**config.mk**
```make
export PLATFORM = sky130hd
export DESIGN_NAME = cnn_dot_sequencer
export DESIGN_NICKNAME = d
export VERILOG_FILES = /design/src/rtl/cnn_pkg.sv /design/src/rtl/cnn_mac_unit.sv /design/src/rtl/cnn_dot_sequencer.sv
export SDC_FILE = /design/constraint.sdc
export NUM_CORES = 2
export LEC_CHECK = 0
export BUFFER_PORTS_ARGS = -buffer_cell sky130_fd_sc_hd__buf_2
export CORE_UTILIZATION = 50
export CTS_BUF_LIST = sky130_fd_sc_hd__clkbuf_4 sky130_fd_sc_hd__clkbuf_8 sky130_fd_sc_hd__clkbuf_16
export CTS_CLUSTER_SIZE = 16
export DETAILED_ROUTE_END_ITERATION = 8
export PLACE_DENSITY = 0.78
export SKIP_LAST_GASP = 1
export SLEW_MARGIN = 20
export SYNTH_ARGS = -nofsm -noshare
export SYNTH_HDL_FRONTEND = slang
export SYNTH_SLANG_ARGS = --single-unit
export TNS_END_PERCENT = 100
```
**constraint.sdc**
```tcl
create_clock -name clk -period 9.2 [get_ports clk]
set_input_delay 1.84 -clock clk [delete_from_list [all_inputs] [get_ports clk]]
set_output_delay 1.84 -clock clk [all_outputs]
set_load 0.02 [all_outputs]
```
**src/rtl/cnn_pkg.sv**
```systemverilog
// Shared definitions for the CNN dot-product sequencer.
//   state_t     : sequencer FSM states
//   CNN_OPCODE  : major opcode of the custom CNN instruction
//   CNN_ALUOP   : ALUOp encoding that selects the sequencer
//   WORD_STRIDE : byte distance between consecutive 32-bit elements
package cnn_pkg;

  typedef enum logic [2:0] {
    S_IDLE,
    S_REQ_A,
    S_WAIT_A,
    S_REQ_B,
    S_WAIT_B,
    S_WB
  } state_t;

  localparam logic [6:0]  CNN_OPCODE  = 7'b0101011;
  localparam logic [1:0]  CNN_ALUOP   = 2'b11;
  localparam int unsigned WORD_STRIDE = 4;

endpackage

```
**src/rtl/cnn_mac_unit.sv**
```systemverilog
// Signed multiply-accumulate register.
//   clk, rst  : clock, asynchronous active-high reset
//   clear     : zero the accumulator (takes priority over en)
//   en        : acc <= acc + low XLEN bits of signed a*b (wrapping)
//   a, b      : operands
//   acc       : current accumulator value
//   acc_next  : value acc would take if en were asserted this cycle
module cnn_mac_unit #(
  parameter int unsigned XLEN = 32
) (
  input  logic            clk,
  input  logic            rst,
  input  logic            clear,
  input  logic            en,
  input  logic [XLEN-1:0] a,
  input  logic [XLEN-1:0] b,
  output logic [XLEN-1:0] acc,
  output logic [XLEN-1:0] acc_next
);

  logic [XLEN-1:0] prod;

  // Low XLEN bits of a signed product equal those of the unsigned one;
  // signed operands keep the intent explicit.
  assign prod     = XLEN'($signed(a) * $signed(b));
  assign acc_next = acc + prod;

  always_ff @(posedge clk or posedge rst) begin
    if (rst) begin
      acc <= '0;
    end else if (clear) begin
      acc <= '0;
    end else if (en) begin
      acc <= acc_next;
    end
  end

endmodule

```
**src/rtl/cnn_dot_sequencer.sv**
```systemverilog
// Multi-cycle sequencer for the custom CNN dot-product instruction.
// Fetches len activation/weight pairs over a single-outstanding read port,
// multiply-accumulates them and presents one result for writeback.
//   clk, rst         : clock, asynchronous active-high reset
//   start            : custom op in execute (sampled only in IDLE)
//   op_len           : element-pair count (clamped to MAX_LEN)
//   op_src_a/op_src_b: activation / weight base addresses
//   op_rd            : destination register
//   busy             : pipeline stall (combinational, includes start cycle)
//   mem_req/mem_addr : read request and address, held until mem_gnt
//   mem_gnt          : request accepted
//   mem_rvalid/rdata : read response
//   wb_valid/rd/data : result, held until wb_ready
//   wb_ready         : writeback accepted
module cnn_dot_sequencer
  import cnn_pkg::*;
#(
  parameter int unsigned XLEN    = 32,
  parameter int unsigned MAX_LEN = 16,
  parameter int unsigned LEN_W   = 5
) (
  input  logic             clk,
  input  logic             rst,
  input  logic             start,
  input  logic [LEN_W-1:0] op_len,
  input  logic [XLEN-1:0]  op_src_a,
  input  logic [XLEN-1:0]  op_src_b,
  input  logic [4:0]       op_rd,
  output logic             busy,
  output logic             mem_req,
  output logic [XLEN-1:0]  mem_addr,
  input  logic             mem_gnt,
  input  logic             mem_rvalid,
  input  logic [XLEN-1:0]  mem_rdata,
  output logic             wb_valid,
  output logic [4:0]       wb_rd,
  output logic [XLEN-1:0]  wb_data,
  input  logic             wb_ready
);

  state_t           state;
  logic [XLEN-1:0]  src_a;
  logic [XLEN-1:0]  src_b;
  logic [4:0]       rd;
  logic [LEN_W-1:0] len;
  logic [LEN_W-1:0] idx;
  logic [XLEN-1:0]  a_reg;

  logic [LEN_W-1:0] len_clamped;
  logic [LEN_W-1:0] idx_inc;
  logic             mac_clear;
  logic             mac_en;
  logic [XLEN-1:0]  acc;
  logic [XLEN-1:0]  acc_next;

  function automatic logic [XLEN-1:0] elem_addr(input logic [XLEN-1:0]  base,
                                                input logic [LEN_W-1:0] i);
    return base + XLEN'(i) * XLEN'(WORD_STRIDE);
  endfunction

  assign len_clamped = (op_len > LEN_W'(MAX_LEN)) ? LEN_W'(MAX_LEN) : op_len;
  assign idx_inc     = idx + LEN_W'(1);
  assign busy        = (state == S_IDLE) ? start : 1'b1;
  assign mac_clear   = (state == S_IDLE) && start;
  assign mac_en      = (state == S_WAIT_B) && mem_rvalid;

  cnn_mac_unit #(.XLEN(XLEN)) u_mac (
    .clk      (clk),
    .rst      (rst),
    .clear    (mac_clear),
    .en       (mac_en),
    .a        (a_reg),
    .b        (mem_rdata),
    .acc      (acc),
    .acc_next (acc_next)
  );

  // mem_req/mem_addr and wb_* are registered: each transition that enters a
  // REQ or WB state loads them so they are already valid in that state.
  always_ff @(posedge clk or posedge rst) begin
    if (rst) begin
      state    <= S_IDLE;
      src_a    <= '0;
      src_b    <= '0;
      rd       <= '0;
      len      <= '0;
      idx      <= '0;
      a_reg    <= '0;
      mem_req  <= 1'b0;
      mem_addr <= '0;
      wb_valid <= 1'b0;
      wb_rd    <= '0;
      wb_data  <= '0;
    end else begin
      unique case (state)
        S_IDLE: begin
          if (start) begin
            src_a <= op_src_a;
            src_b <= op_src_b;
            rd    <= op_rd;
            len   <= len_clamped;
            idx   <= '0;
            if (len_clamped == '0) begin
              wb_valid <= 1'b1;
              wb_rd    <= op_rd;
              wb_data  <= '0;
              state    <= S_WB;
            end else begin
              mem_req  <= 1'b1;
              mem_addr <= op_src_a;
              state    <= S_REQ_A;
            end
          end
        end
        S_REQ_A: begin
          if (mem_gnt) begin
            mem_req <= 1'b0;
            state   <= S_WAIT_A;
          end
        end
        S_WAIT_A: begin
          if (mem_rvalid) begin
            a_reg    <= mem_rdata;
            mem_req  <= 1'b1;
            mem_addr <= elem_addr(src_b, idx);
            state    <= S_REQ_B;
          end
        end
        S_REQ_B: begin
          if (mem_gnt) begin
            mem_req <= 1'b0;
            state   <= S_WAIT_B;
          end
        end
        S_WAIT_B: begin
          if (mem_rvalid) begin
            idx <= idx_inc;
            if (idx_inc == len) begin
              wb_valid <= 1'b1;
              wb_rd    <= rd;
              wb_data  <= acc_next;
              state    <= S_WB;
            end else begin
              mem_req  <= 1'b1;
              mem_addr <= elem_addr(src_a, idx_inc);
              state    <= S_REQ_A;
            end
          end
        end
        S_WB: begin
          if (wb_ready) begin
            wb_valid <= 1'b0;
            state    <= S_IDLE;
          end
        end
        default: state <= S_IDLE;
      endcase
    end
  end

endmodule

```
; ---- Word level (Yosys, flattened, before mapping)
; Cells that the tools add are included.
[op_classes]
reduce_logical = 18
mux = 45
n_eq_ne = 17
n_addsub = 4
multipliers = 1
n_lt_le_gt_ge = 1
[ops]
columns = cell, count
row1 = two-way mux 32 bit, 11
row2 = one-hot mux 32 bit (3 select lines), 1
row3 = adder 32 x 7 -> 32 bit, 2
row4 = one-hot mux 32 bit (2 select lines), 1
row5 = two-way mux 5 bit, 7
row6 = adder 32 bit, 1
row7 = multiplier 32 x 32 -> 32 bit, 1
row8 = two-way mux 3 bit, 8
row9 = one-hot mux 5 bit (2 select lines), 2
row10 = one-hot mux 3 bit (6 select lines), 1
row11 = AND reduction 6 bit, 3
row12 = "inequality test 2 bit, second input constant", 8
row13 = two-way mux 1 bit, 12
row14 = AND reduction 7 bit, 1
row15 = "== test 3 x 2 -> 1 bit, second input constant", 2
row16 = "== test 3 bit, second input constant", 2
row17 = "inequality test 2 x 1 -> 1 bit, second input constant", 3
row18 = nonzero test 3 bit, 2
row19 = "adder 5 x 1 -> 5 bit, second input constant", 1
row20 = == test 5 bit, 1
row21 = "> comparator 5 bit, second input constant", 1
row22 = logical NOT 5 bit, 1
row23 = AND reduction 5 bit, 1
row24 = one-hot mux 1 bit (4 select lines), 1
row25 = other kinds (9), 12
[word_totals]
out_inout_bits = 72
reg_bits = 217
in_bits = 112

; ---- Depth between registers and ports, before layout
[logic_depth]
word_depth = 6
ltp_mapped = 27
depth_no_buf = 25

; ---- Cells and area by module
; A second synthesis with hierarchy kept.
[hier_totals]
cells_unflattened = 2976
area_unflattened_um2 = 27950.6
[modules_own_cells]
columns = mod, instances, area_per_inst_um2, seq_area_each_um2, cells_per_inst
row1 = cnn_mac_unit, 1, 18624.1, 800.8, 2101
row2 = cnn_dot_sequencer, 1, 9326.4, 4629.4, 875

; ---- Worst setup path before layout
; No wires, ideal clock.
[synth_timing]
kind = input -> register
start = input mem_rdata[4]
end = register wb_data[24]
path_buffers = 2
path_slack_ps = 920
setup_ps = 122
path_stages = 23
required_time_ps = 9078
arrival_time_ps = 8158
path_cell_list = clkbuf_1 clkbuf_1 and2_1 fa_1 fa_1 inv_1 fa_1 fa_1 fa_1 fa_1 inv_1 fa_1 inv_1 fa_1 inv_1 ha_1 and3_1 a2111oi_4 nor2_2 o21ai_2 nand2b_1 a211o_1 a32o_1
[synth_between]
elab_chain_len = 5
[synth_rtl]
columns = element, line_no
row1 = from (decl), cnn_dot_sequencer.sv:34  ; input logic [XLEN-1:0] mem_rdata,
row2 = multiplier 32 x 32 -> 32 bit, cnn_mac_unit.sv:25  ; assign prod = XLEN'($signed(a) * $signed(b));
row3 = adder 32 bit, cnn_mac_unit.sv:26  ; assign acc_next = acc + prod;
row4 = two-way mux 32 bit, cnn_dot_sequencer.sv:138  ; if (idx_inc == len) begin
row5 = two-way mux 32 bit, cnn_dot_sequencer.sv:136  ; if (mem_rvalid) begin
row6 = one-hot mux 32 bit (2 select lines), cnn_dot_sequencer.sv:95  ; unique case (state)
row7 = to (signal assigned), cnn_dot_sequencer.sv:141  ; wb_data <= acc_next;
row8 = to (decl), cnn_dot_sequencer.sv:37  ; output logic [XLEN-1:0] wb_data,
; No other way between the ends. The select of a mux whose other input is x is not followed.
; A chain may end at the register's enable or synchronous reset.

; ---- Worst setup path in the final report
[layout_timing]
start = input mem_rdata[6]
end = register wb_data[29]
; The elaborated chain is that of the path after synthesis.

==> impl_metrics.ini <==
[cts]
cts_hold_buf = 0
cts_tree = built
cts-root-buf = clkbuf_16
postCtsSetupRepairBufs = 0
cts_buffers = 26
cts_buffer_depth = 3
numClockSinks = 217
htreeDepth = 1
insertion_delay_ns = 0.58
clk_transition_reported_paths_ns = 0.06
cts-resized-gates = 0

[sta]
final-hold-violation-count = 0
finalSetupViolations = 0
timing.fmax_mhz = 120.9
worst_slew_pin_slew_ns = 1.126
clock-skew-final_ns = 0.01740
timing.final.crit_period_ns = 8.272
finalSetupTns_ns = 0
slew_headroom_pct = 24.93
timing.final.crit_share_pct = 89.91
drv_slew = 0
rsz0062_at_grt = no
setup_slack_ns = 0.9285

[worst_setup_path]
r2r_cells = 23
worstSetupPathDepth = 23
cp-startpoint = mem_rdata[6]
cp_top_family = adder cells
regToRegSetupSlack_ns = 1.66
crit_type = input port to register
cp.arrival_ns = 8.73
cp_data_required_time_ns = 9.66
cp-end-kind = register
r2r-start = a_reg[8]
reg2reg_to = wb_data[29]
path_max_fanout = 27
worst_path_max_delay_cell = fa_1
max_stage_delay_ns = 0.54
cp-start-kind = input port
critical_path.cell_chain = buf_2, and2_1, fa_1, fa_1, fa_1, inv_1, fa_1, fa_1, fa_1, inv_1, fa_1, inv_1, fa_1, inv_1, ha_1, a21oi_1, o21ai_0, a21oi_1, a21oi_2, or3_1, a31oi_1, xnor2_1, a22o_1
path_buf_inv = 5
crit_path_end = wb_data[29]
cpMostUsedCell = fa_1

[final_layout]
final-seq-area_sq_um = 5430
area_delta_synth_final_pct = 8.839
final_util_pct = 55.03
fill_cells = 4705
fin_nets = 3749
multi_input_area_sq_um = 19220
final_cell_mix = inv_1, nand2_1, fa_1
final_layout_size_suffix_gt1_share_pct = 10.35
final_common_cell = inv_1

[placement]
gp_congestion = 0.9177
place_hpwl_mm = 54.41
pre_cts_slack_ns = 0.4442
port_buffers = 183

[synth]
synth_simple_gate_area_share_pct = 17.45
yosys.area_share.xor_xnor_pct = 4.636
ys_ff_latch = 217
async_flop_share_pct = 100.0
synthesis.area_sq_um = 27210
synthesis.nets = 3655
synth.area.top_cells = fa_1, dfrtp_1, inv_1, ha_1, and2_1
synth_ff_type = dfrtp_1
ys_seq_area_share_pct = 19.96
synthMuxAreaShare_pct = 1.633
synth_compound_area_share_pct = 6.953
yosys_warnings = 0
synth_top_family_by_area = adder cells
synth_top_area_share_pct = 32.38
yosysUniqueCellTypes = 63
synth_enable_flop_cells = 0
post-synth-top-area-cell = fa_1
synth_cells = 2941
synthAdderAreaFrac_pct = 39.83
syn_avg_cell_area_sq_um = 9.251

[route]
ant_nets = 0
wl_mm = 71.58
firstDrtPassIters = 5
drt_first_iter_violations = 1371
post_drt_wl_per_cell_um = 19.09
drc_errors = 0
vias = 20490
viasPerCell = 5.463

[floorplanning]
fp.dieH_um = 235.3
ios = 184
design.die.area_sq_um = 55350
initial_core_util_pct = 50.56
die_w_um = 235.3
rows = 85
core_area_sq_um = 53810

[grt]
use_met2_pct = 42.60
met1_usage_pct = 36.39
grt_pass1_wl_mm = 117.7
grt_pass1_vias = 21890
overflow = 0
busiest_layer = met2
met3_usage_pct = 7.188
grt_antenna_before_repair = 4
grt_max_degree = 89
track_usage_pct = 26.92

[hold_path]
worstHoldPathType = register to register

[run_status]
status = completed

[run]
maxCapViolCount = 0
worst register-to-register path: stages (launching register included):
cell	delay (ns)
dfrtp_1	1.09
nand2_1	0.19
fa_1	0.45
inv_1	0.07
fa_1	0.43
fa_1	0.52
inv_1	0.06
fa_1	0.46
fa_1	0.50
fa_1	0.54
inv_1	0.04
fa_1	0.47
inv_1	0.05
fa_1	0.47
inv_1	0.06
ha_1	0.34
a21oi_1	0.16
o21ai_0	0.12
a21oi_1	0.28
a21oi_2	0.13
or3_1	0.41
a31oi_1	0.25
xnor2_1	0.12
a22o_1	0.20
final cells by class:
cell class              count  area share (%)
clock buffers              32           2.455
flip-flops and latches    217           18.34
well taps                 696           2.941
multi-input cells        2036           64.92
clock inverters            14          0.6422
diodes                      1        0.008451
repair buffers            210           3.777
inverters                 544           6.921
routing by layer:
layer	vias to the layer above	share of wire, %
met5	-	0.070
met4	8	2.8
met3	146	10
met2	857	46
met1	10340	41
li1	9136	-
cell families after synthesis:
kind of cell,count (synthesis)
compound gates,268
xor+xnor,144
fa+ha+maj,602
buf+inv,688
flops,217
mux,40
simple gates,982
how the worst min path moves through the flow:
stage                       from      endpoint  slack (ns)  depth (start not counted)
global placement        src_a[0]      src_a[0]        0.46                          2
global route        mem_addr[21]  mem_addr[21]        0.50                          2
floorplan                  rd[0]         rd[0]        0.45                          2
finish              mem_addr[22]  mem_addr[22]        0.48                          2
detailed placement      src_a[1]      src_a[1]        0.46                          2
CTS                 mem_addr[22]  mem_addr[22]        0.48                          2
synth_stat cells (9+ instances only):
master / count
o21a_1: 9
o21ai_0: 64
a221oi_1: 16
nand2_1: 509
xnor2_1: 106
dfrtp_1: 217
and2_1: 320
a21oi_1: 46
nor2_1: 44
a22o_1: 51
a21o_1: 15
inv_1: 544
nor2b_1: 10
and3_1: 12
nand3_1: 24
nor3_1: 14
nand4_1: 12
ha_1: 162
xor2_1: 38
mux2_2: 35
fa_1: 440
clkbuf_1: 132
through the flow:
stage	instance area, sq um	hold slack (ns)	std cells
final	29610	0.4764	3750
after CTS	29600	0.4788	3749
after global routing	29610	0.5028	3749
after global placement	28690	0.4575	3703
after floorplan	27210	0.4454	2941
after detailed placement	28690	0.4637	3703
Power is not shown: default switching activity piles up to over one toggle a cycle in this logic, so the estimate is an artifact.
